### src/rtl/rr_prefer_alloc_if.sv
// Request/grant bundle for rr_prefer_alloc.
// The allocator sits on the slave modport and the requester/consumer on the master modport.
interface rr_prefer_alloc_if #(
    parameter int RANGE    = 4,
    parameter int ID_WIDTH = 2
);
    logic [RANGE-1:0]    signal_i;
    logic [ID_WIDTH-1:0] prefer_i;
    logic                prefer_load_i;
    logic [RANGE-1:0]    release_i;
    logic                ready_i;
    logic                valid_o;
    logic [ID_WIDTH-1:0] id_o;
    logic [RANGE-1:0]    oh_o;
    logic [RANGE-1:0]    busy_o;
    logic [ID_WIDTH-1:0] ptr_o;

    modport master (
        output signal_i, prefer_i, prefer_load_i, release_i, ready_i,
        input  valid_o, id_o, oh_o, busy_o, ptr_o
    );

    modport slave (
        input  signal_i, prefer_i, prefer_load_i, release_i, ready_i,
        output valid_o, id_o, oh_o, busy_o, ptr_o
    );
endinterface

### src/rtl/rr_prefer_alloc.sv
// Registered rotating-priority allocator with a busy mask and a valid/ready grant register.
// RANGE may be any value >= 2; all index arithmetic wraps modulo RANGE.
module rr_prefer_alloc #(
    parameter int RANGE       = 4,
    parameter int ID_WIDTH    = 2,
    parameter bit ROUND_ROBIN = 1'b1,
    parameter bit USE_BUSY    = 1'b1
) (
    input logic              clk,
    input logic              rst,
    rr_prefer_alloc_if.slave bus
);

    logic                valid_q;
    logic [ID_WIDTH-1:0] id_q;
    logic [RANGE-1:0]    oh_q;
    logic [RANGE-1:0]    busy_q;
    logic [ID_WIDTH-1:0] ptr_q;

    logic                hs;
    logic                load;
    logic [RANGE-1:0]    handoff;
    logic [RANGE-1:0]    elig;
    logic [ID_WIDTH-1:0] start;
    logic                win_found;
    logic [ID_WIDTH-1:0] win_id;
    logic [RANGE-1:0]    win_oh;
    logic [RANGE-1:0]    busy_next;
    logic [ID_WIDTH-1:0] ptr_next;
    int                  scan;

    function automatic logic [ID_WIDTH-1:0] wrap_inc(input logic [ID_WIDTH-1:0] v);
        return (v == ID_WIDTH'(RANGE - 1)) ? '0 : v + ID_WIDTH'(1);
    endfunction

    // ready_i only reaches the registers below; valid_o/id_o never see it combinationally.
    assign hs      = valid_q & bus.ready_i;
    assign load    = ~valid_q | bus.ready_i;
    assign handoff = oh_q & {RANGE{hs}};
    assign elig    = bus.signal_i & ~busy_q & ~handoff;
    assign start   = (hs && ROUND_ROBIN) ? wrap_inc(id_q) : ptr_q;

    // NOTE: every variable assigned in an always_comb gets a default first so no latch is inferred.
    always_comb begin
        win_found = 1'b0;
        win_id    = '0;
        scan      = 0;
        for (int k = 0; k < RANGE; k++) begin
            scan = int'(start) + k;
            if (scan >= RANGE) scan = scan - RANGE;
            if (!win_found && elig[scan]) begin
                win_found = 1'b1;
                win_id    = ID_WIDTH'(scan);
            end
        end
    end

    always_comb begin
        win_oh         = '0;
        win_oh[win_id] = 1'b1;
    end

    // A handshake on a bit being released in the same cycle leaves it busy.
    assign busy_next = USE_BUSY ? ((busy_q & ~bus.release_i) | handoff) : '0;

    always_comb begin
        ptr_next = ptr_q;
        if (bus.prefer_load_i) begin
            ptr_next = ({1'b0, bus.prefer_i} < (ID_WIDTH + 1)'(RANGE)) ? bus.prefer_i : '0;
        end else if (hs && ROUND_ROBIN) begin
            ptr_next = wrap_inc(id_q);
        end
    end

    // NOTE: sequential state uses non-blocking assignments so every register samples pre-edge values.
    always_ff @(posedge clk) begin
        if (rst) begin
            valid_q <= 1'b0;
            id_q    <= '0;
            oh_q    <= '0;
            busy_q  <= '0;
            ptr_q   <= '0;
        end else begin
            busy_q <= busy_next;
            ptr_q  <= ptr_next;
            if (load) begin
                valid_q <= win_found;
                if (win_found) begin
                    id_q <= win_id;
                    oh_q <= win_oh;
                end
            end
        end
    end

    assign bus.valid_o = valid_q;
    assign bus.id_o    = id_q;
    assign bus.oh_o    = oh_q;
    assign bus.busy_o  = busy_q;
    assign bus.ptr_o   = ptr_q;

endmodule
### src/flat_wrapper.sv
// flat-port wrapper written by rule: the top's interface ports become plain ports
module rr_prefer_alloc_flat 
#(
    parameter int RANGE       = 4,
    parameter int ID_WIDTH    = 2,
    parameter bit ROUND_ROBIN = 1'b1,
    parameter bit USE_BUSY    = 1'b1
)
  (clk, rst, bus_signal_i, bus_prefer_i, bus_prefer_load_i, bus_release_i, bus_ready_i, bus_valid_o, bus_id_o, bus_oh_o, bus_busy_o, bus_ptr_o);
  rr_prefer_alloc_if #(.RANGE(RANGE), .ID_WIDTH(ID_WIDTH)) bus_i ();
  input logic clk;
  input logic rst;
  input wire logic [$bits(bus_i.signal_i)-1:0] bus_signal_i;
  input wire logic [$bits(bus_i.prefer_i)-1:0] bus_prefer_i;
  input wire logic [$bits(bus_i.prefer_load_i)-1:0] bus_prefer_load_i;
  input wire logic [$bits(bus_i.release_i)-1:0] bus_release_i;
  input wire logic [$bits(bus_i.ready_i)-1:0] bus_ready_i;
  output wire logic [$bits(bus_i.valid_o)-1:0] bus_valid_o;
  output wire logic [$bits(bus_i.id_o)-1:0] bus_id_o;
  output wire logic [$bits(bus_i.oh_o)-1:0] bus_oh_o;
  output wire logic [$bits(bus_i.busy_o)-1:0] bus_busy_o;
  output wire logic [$bits(bus_i.ptr_o)-1:0] bus_ptr_o;
  assign bus_i.signal_i = bus_signal_i;
  assign bus_i.prefer_i = bus_prefer_i;
  assign bus_i.prefer_load_i = bus_prefer_load_i;
  assign bus_i.release_i = bus_release_i;
  assign bus_i.ready_i = bus_ready_i;
  assign bus_valid_o = bus_i.valid_o;
  assign bus_id_o = bus_i.id_o;
  assign bus_oh_o = bus_i.oh_o;
  assign bus_busy_o = bus_i.busy_o;
  assign bus_ptr_o = bus_i.ptr_o;
  rr_prefer_alloc #(.RANGE(RANGE), .ID_WIDTH(ID_WIDTH), .ROUND_ROBIN(ROUND_ROBIN), .USE_BUSY(USE_BUSY)) u_core (.clk(clk), .rst(rst), .bus(bus_i));
endmodule
### config.mk
export PLATFORM = sky130hd
export DESIGN_NAME = rr_prefer_alloc_flat
export DESIGN_NICKNAME = d
export VERILOG_FILES = /design/src/rtl/rr_prefer_alloc_if.sv /design/src/rtl/rr_prefer_alloc.sv /design/src/flat_wrapper.sv
export SDC_FILE = /design/constraint.sdc
export NUM_CORES = 1
export LEC_CHECK = 0
export ABC_AREA = 1
export BUFFER_PORTS_ARGS = -buffer_cell sky130_fd_sc_hd__buf_4
export CELL_PAD_IN_SITES_DETAIL_PLACEMENT = 2
export CELL_PAD_IN_SITES_GLOBAL_PLACEMENT = 2
export CORE_ASPECT_RATIO = 0.75
export CORE_MARGIN = 1
export CORE_UTILIZATION = 26
export CTS_CLUSTER_SIZE = 10
export DETAILED_ROUTE_END_ITERATION = 8
export PLACE_DENSITY_LB_ADDON = 0.3
export SLEW_MARGIN = 20
export SYNTH_ARGS = -nofsm -noshare
export SYNTH_HDL_FRONTEND = slang
export SYNTH_SLANG_ARGS = --single-unit
### constraint.sdc
create_clock -name clk -period 2.1 [get_ports clk]
set_input_delay 0.525 -clock clk [delete_from_list [all_inputs] [get_ports clk]]
set_output_delay 0.525 -clock clk [all_outputs]
set_load 0.005 [all_outputs]
### Word-level counts from Yosys, hierarchy flattened

Cells that the tools add are included.

| operators by class | value |
|---|---|
| add/sub/neg operators | 8 |
| $mul | 0 |
| div/mod/pow operators | 0 |
| magnitude comparators | 10 |
| eq/ne operators | 1 |
| shifts and indexed selects | 0 |
| multiplexer cells | 29 |
| bitwise logic cells | 11 |
| reduce and logical (&&, ||, !) cells | 8 |

Operators with widths:

| cell | number |
|---|---|
| less-than comparator 32 x 4 -> 1 bit, second input constant | 4 |
| two-way mux 32 bit | 4 |
| greater-or-equal comparator 32 x 4 -> 1 bit, second input constant | 3 |
| subtractor 32 x 4 -> 32 bit, second input constant | 3 |
| bitwise AND 4 bit | 4 |
| two-way mux 2 bit | 7 |
| two-way mux 1 bit | 13 |
| inverter 4 bit | 3 |
| binary-select mux 1 bit (select 2 bit) | 4 |
| adder 2 x 2 -> 3 bit, second input constant | 2 |
| logical AND 1 bit | 4 |
| bitwise OR 4 bit | 1 |
| subtractor 2 x 3 -> 4 bit, second input constant | 1 |
| adder 2 x 1 -> 3 bit, second input constant | 1 |
| greater-or-equal comparator 2 x 3 -> 1 bit, second input constant | 1 |
| zero test 1 bit | 3 |
| less-than comparator 2 x 3 -> 1 bit, second input constant | 1 |
| adder 2 x 1 -> 2 bit, second input constant | 1 |
| demux 1 bit (select 2 bit) | 1 |
| == test 2 bit, second input constant | 1 |
| greater-or-equal comparator 2 x 1 -> 1 bit, second input constant | 1 |
| AND reduction 2 bit | 1 |
| bitwise AND 1 bit | 1 |
| inverter 1 bit | 1 |
| bitwise OR 1 bit | 1 |

| word-level totals | value |
|---|---|
| register bits | 13 |
| latch bits | 0 |
| bits in writable memories | 0 |
| ROM bits | 0 |
| input port bits | 14 |
| output and inout bits | 13 |
| logic and storage cells | 72 |
| memories | 0 |

### Longest topological paths before layout

| depth | value |
|---|---|
| depth after elaboration | 22 |
| depth in mapped cells | 16 |
| gate-level depth less buffers | 15 |

### Least setup slack after synthesis

Ideal clock, no wire load.

| timing path | value |
|---|---|
| path kind | flip-flop to flip-flop |
| from | register u_core.id_q[0] (netlist: u_core.bus.id_o[0]) |
| to | register u_core.oh_q[0] (netlist: u_core.bus.oh_o[0]) |
| setup time | 0.114 ns |
| arrival | 1.827 ns |
| data required time | 1.986 ns |
| setup slack | 0.160 ns |
| cell stages (with the launch flop) | 17 |
| path buffers | 1 |
| period minus slack after synthesis | 1.940 ns |
| cell sequence | dfxtp_1 ha_1 nor2_1 nand2_4 nand2_4 buf_6 nand2_1 nand2_1 nand2_2 nand2_2 nor2_4 nand2_4 nor2_4 nor2_4 nand2_2 nand2_1 nor2_1 |

| on the way | value |
|---|---|
| word-level cells in the longest chain between the ends | 22 |
| elaborated cells between the ends (all ways) | 51 |
| those cells by class | 8 x add/sub; 6 x order compare; 1 x eq/ne; 28 x mux; 8 x reduce/logical |

RTL lines:

| what | RTL line | RTL |
|---|---|---|
| from (decl) | rr_prefer_alloc.sv:15 | `logic [ID_WIDTH-1:0] id_q;` |
| from (signal assigned) | rr_prefer_alloc.sv:89 | `id_q <= win_id;` |
| adder 2 x 1 -> 2 bit / == test 2 bit (equally long branches) | rr_prefer_alloc.sv:33 | `return (v == ID_WIDTH'(RANGE - 1)) ? '0 : v + ID_WIDTH'(1);` |
| two-way mux 2 bit * | rr_prefer_alloc.sv:33 |  |
| two-way mux 2 bit * | rr_prefer_alloc.sv:41 | `assign start = (hs && ROUND_ROBIN) ? wrap_inc(id_q) : ptr_q;` |
| branches (longest 19 deep; another with subtractor 32 x 4 -> 32 bit) | -- |  |
| to (signal assigned) | rr_prefer_alloc.sv:90 | `oh_q <= win_oh;` |
| to (decl) | rr_prefer_alloc.sv:16 | `logic [RANGE-1:0] oh_q;` |

Every way passes the cells marked *. The select of a mux whose other input is x is not followed.
A chain may end at the register's enable or synchronous reset.

### Final worst setup path

| timing path | value |
|---|---|
| from | register u_core.id_q[1] (netlist: u_core.bus.id_o[1]) |
| to | register u_core.oh_q[0] (netlist: u_core.bus.oh_o[0]) |

The elaborated chain is that of the path after synthesis.

==> flow_summary.yaml <==
outcome:
  status: "completed"
finish:
  drive_gt1_share_pct: 43.4
  nFillCells: 409
  design_area_um2: 1440
  area_growth_pct: 47.7
  utilization_pct: 42.0
  regArea_um2: 267
  nNetsFinal: 205
  num_antenna_cells: 0
  multi_input_area_um2: 694
critical_path:
  crit_arrival_ns: 2.23
  crit_path_end_kind: "flip-flop"
  crit_type: "flip-flop to flip-flop"
  worstPathMaxFanout: 6
  crit_path_start_kind: "flip-flop"
  crit_required_ns: 2.24
clock_network:
  clk_latency_ns: 0.25
  cts_sinks: 13
  numCtsBuffers: 3
  cts.reportedPaths.clkPinSlew_ns: 0.06
  clock_path_buffers: 2
  cts_tree: "yes"
  clockRootBuffer: "clkbuf_8"
  cts_max_level: 1
floorplan:
  die_w_um: 72.7
  start_util_pct: 28.4
  die-area_um2: 4000
  die_y_um: 55.0
  core_area_um2: 3420
  rows: 18
  io_pins: 27
synthesis:
  yosys.cell_types.count: 22
  netlist_area_um2: 973
  synth_seq_cells: 13
  syn_nets: 168
  synth.avg_cell_area_um2: 6.36
  synthCells: 153
  yosys_warnings: 0
  yosysSeqAreaShare_pct: 26.7
timing:
  finalHoldViolCount: 0
  maxSlewViolCount: 0
  period_needed_ns: 2.09
  skew_ns: 0.00616
  fin_crit_sh_pct: 99.6
  rsz0062_at_grt: "true"
  setup_viol: 0
  max_freq_mhz: 478
  worst_pin_slew_ns: 0.275
  slew_headroom_pct: 81.6
drt:
  dr.pass1.iters: 4
  drc: 0
  wl_per_cell_um: 16.7
  vias_per_cell: 4.69
  final_antenna_net_count: 0
  vias: 1122
  first_iter_violations: 15
  drt-total-wl_um: 3990
grt:
  grt_max_degree: 12
  grt_overflow: 0
  grt_pass1_wl_um: 5810
  grt.total_usage_pct: 19.9
  grt_pass1_vias: 1172
  antenna_found_initial: 0
pwr:
  powerDensity_nw_per_um2: 971
  ir_drop_v: 0.000554
  p_leak_nw: 0.736
placement:
  dpl_cell_area_um2: 1240
  hpwlAfterDp_um: 2850
  place_congestion: 0.803
  port-buffer-count: 26
min_path:
  worstHoldPathType: "flip-flop to flip-flop"
job:
  maxCapViolations: 0
[metrics by stage]
stage	std cells	total power, W	setup TNS, ns	hold slack (ns)	worst slack [ns]
after floorplan	153	0.000748	0	0.464	0.160
after global placement	230	0.000945	-0.0609	0.466	-0.0256
after detailed placement	230	0.000979	-0.569	0.486	-0.126
after CTS	235	0.00124	0	0.494	0.000526
after global routing	239	0.00149	-0.520	0.501	-0.126
final	239	0.00140	0	0.494	0.00749
[registers in the layout, indices dropped and copies added (netlist names)]
signal / flops
u_core.bus.busy_o: 4
u_core.bus.id_o: 2
u_core.bus.oh_o: 4
u_core.bus.ptr_o: 2
u_core.bus.valid_o: 1
[layer usage]
layer  GRT usage [%]  up-vias  wire length (um)
met5               0        -                 0
met4            2.94        0                18
met3            5.25        5               144
met2            36.9       21              2060
met1            24.1      545              1760
li1                -      551                 -
[worst paths after layout]
check             cells after the start                               to  slack (ns)                       startpoint
setup / recovery                     14  u_core.bus.oh_o[0]$_SDFFE_PP0P_       0.007  u_core.bus.id_o[1]$_SDFFE_PP0P_
hold / removal                        2  u_core.bus.busy_o[2]$_SDFF_PP0_        0.49  u_core.bus.busy_o[2]$_SDFF_PP0_
setup reg to reg                     14  u_core.bus.oh_o[0]$_SDFFE_PP0P_       0.007  u_core.bus.id_o[1]$_SDFFE_PP0P_
hold reg to reg                       2  u_core.bus.busy_o[2]$_SDFF_PP0_        0.49  u_core.bus.busy_o[2]$_SDFF_PP0_
[cells in the mapped netlist]
cell	instances	area, um2
a21oi_1	7	35.0
a21oi_2	2	17.5
buf_6	1	11.3
clkbuf_1	1	3.75
clkinv_2	1	5.00
dfxtp_1	13	260
ha_1	1	12.5
inv_1	19	71.3
inv_2	3	11.3
nand2_1	49	184
nand2_2	10	62.6
nand2_4	5	56.3
nand3_1	18	90.1
nand3_2	2	20.0
nand4_1	2	12.5
nor2_1	9	33.8
nor2_4	3	33.8
o21a_1	1	7.51
o21ai_0	3	15.0
o21ai_1	1	5.00
o21ai_2	1	8.76
o21ai_4	1	16.3
[worst max-delay path, cell delays in order, from the launching register on]
cell	delay (ns)
dfxtp_4	0.35
ha_4	0.16
nor2_4	0.09
buf_6	0.12
nand2_4	0.08
nand3_1	0.14
nand3_1	0.13
nand2_1	0.17
inv_2	0.09
nand2_4	0.08
nor2_4	0.03
nor2_4	0.23
nand2_4	0.11
o21ai_1	0.11
nor2_1	0.07
[cell usage in the layout (no fill, tap or decap), types with 2 or more instances in the layout]
| master | instances |
|---|---|
| inv_4 | 2 |
| a21oi_1 | 5 |
| nand3_1 | 16 |
| o21ai_0 | 3 |
| dfxtp_2 | 2 |
| clkbuf_8 | 3 |
| buf_4 | 31 |
| nor2_4 | 4 |
| nand3_2 | 4 |
| nand4_1 | 2 |
| dfxtp_1 | 10 |
| nor2_1 | 8 |
| nand2_2 | 13 |
| a21oi_2 | 4 |
| buf_6 | 2 |
| nand2_4 | 8 |
| nand2_1 | 42 |
| inv_1 | 19 |
| clkinv_2 | 2 |
[report_power, final]
group,internal (W),total [W],switching (W)
registers,0.000297,0.000351,0.0000541
logic,0.000325,0.000813,0.000488
clock network,0.000131,0.000231,0.000100
total,0.000754,0.00140,0.000642
[cells by family (layout without fill, tap and decap cells)]
kind of cell             count (synthesis)  after routing  synth area share [%]
AND/OR/NAND/NOR                         98             98                  50.6
buffers and inverters                   25             61                  10.5
AO/OA/AOI/OAI                           16             16                  10.8
flip-flops                              13             13                  26.7
adder cells (fa/ha/maj)                  1              1                  1.29
[what timing repair did]
item | 4_1_cts | 5_1_grt
gates cloned | 0 | 0
gates resized for setup | 1 | 26
endpoints found under the setup margin | 2 | 7
setup buffers | 1 | 4
hold buffers | 0 | 0
pin swaps | 2 | 14
[layout make-up]
| type | instances | share of cell area (%) |
|---|---|---|
| tap | 50 | 4.35 |
| clock inverter | 1 | 0.348 |
| sequential | 13 | 18.5 |
| multi-input combinational | 115 | 48.3 |
| clock buffer | 3 | 2.87 |
| inverter | 23 | 6.44 |
| timing repair buffer | 34 | 19.1 |
(Power assumes the default switching activity.)
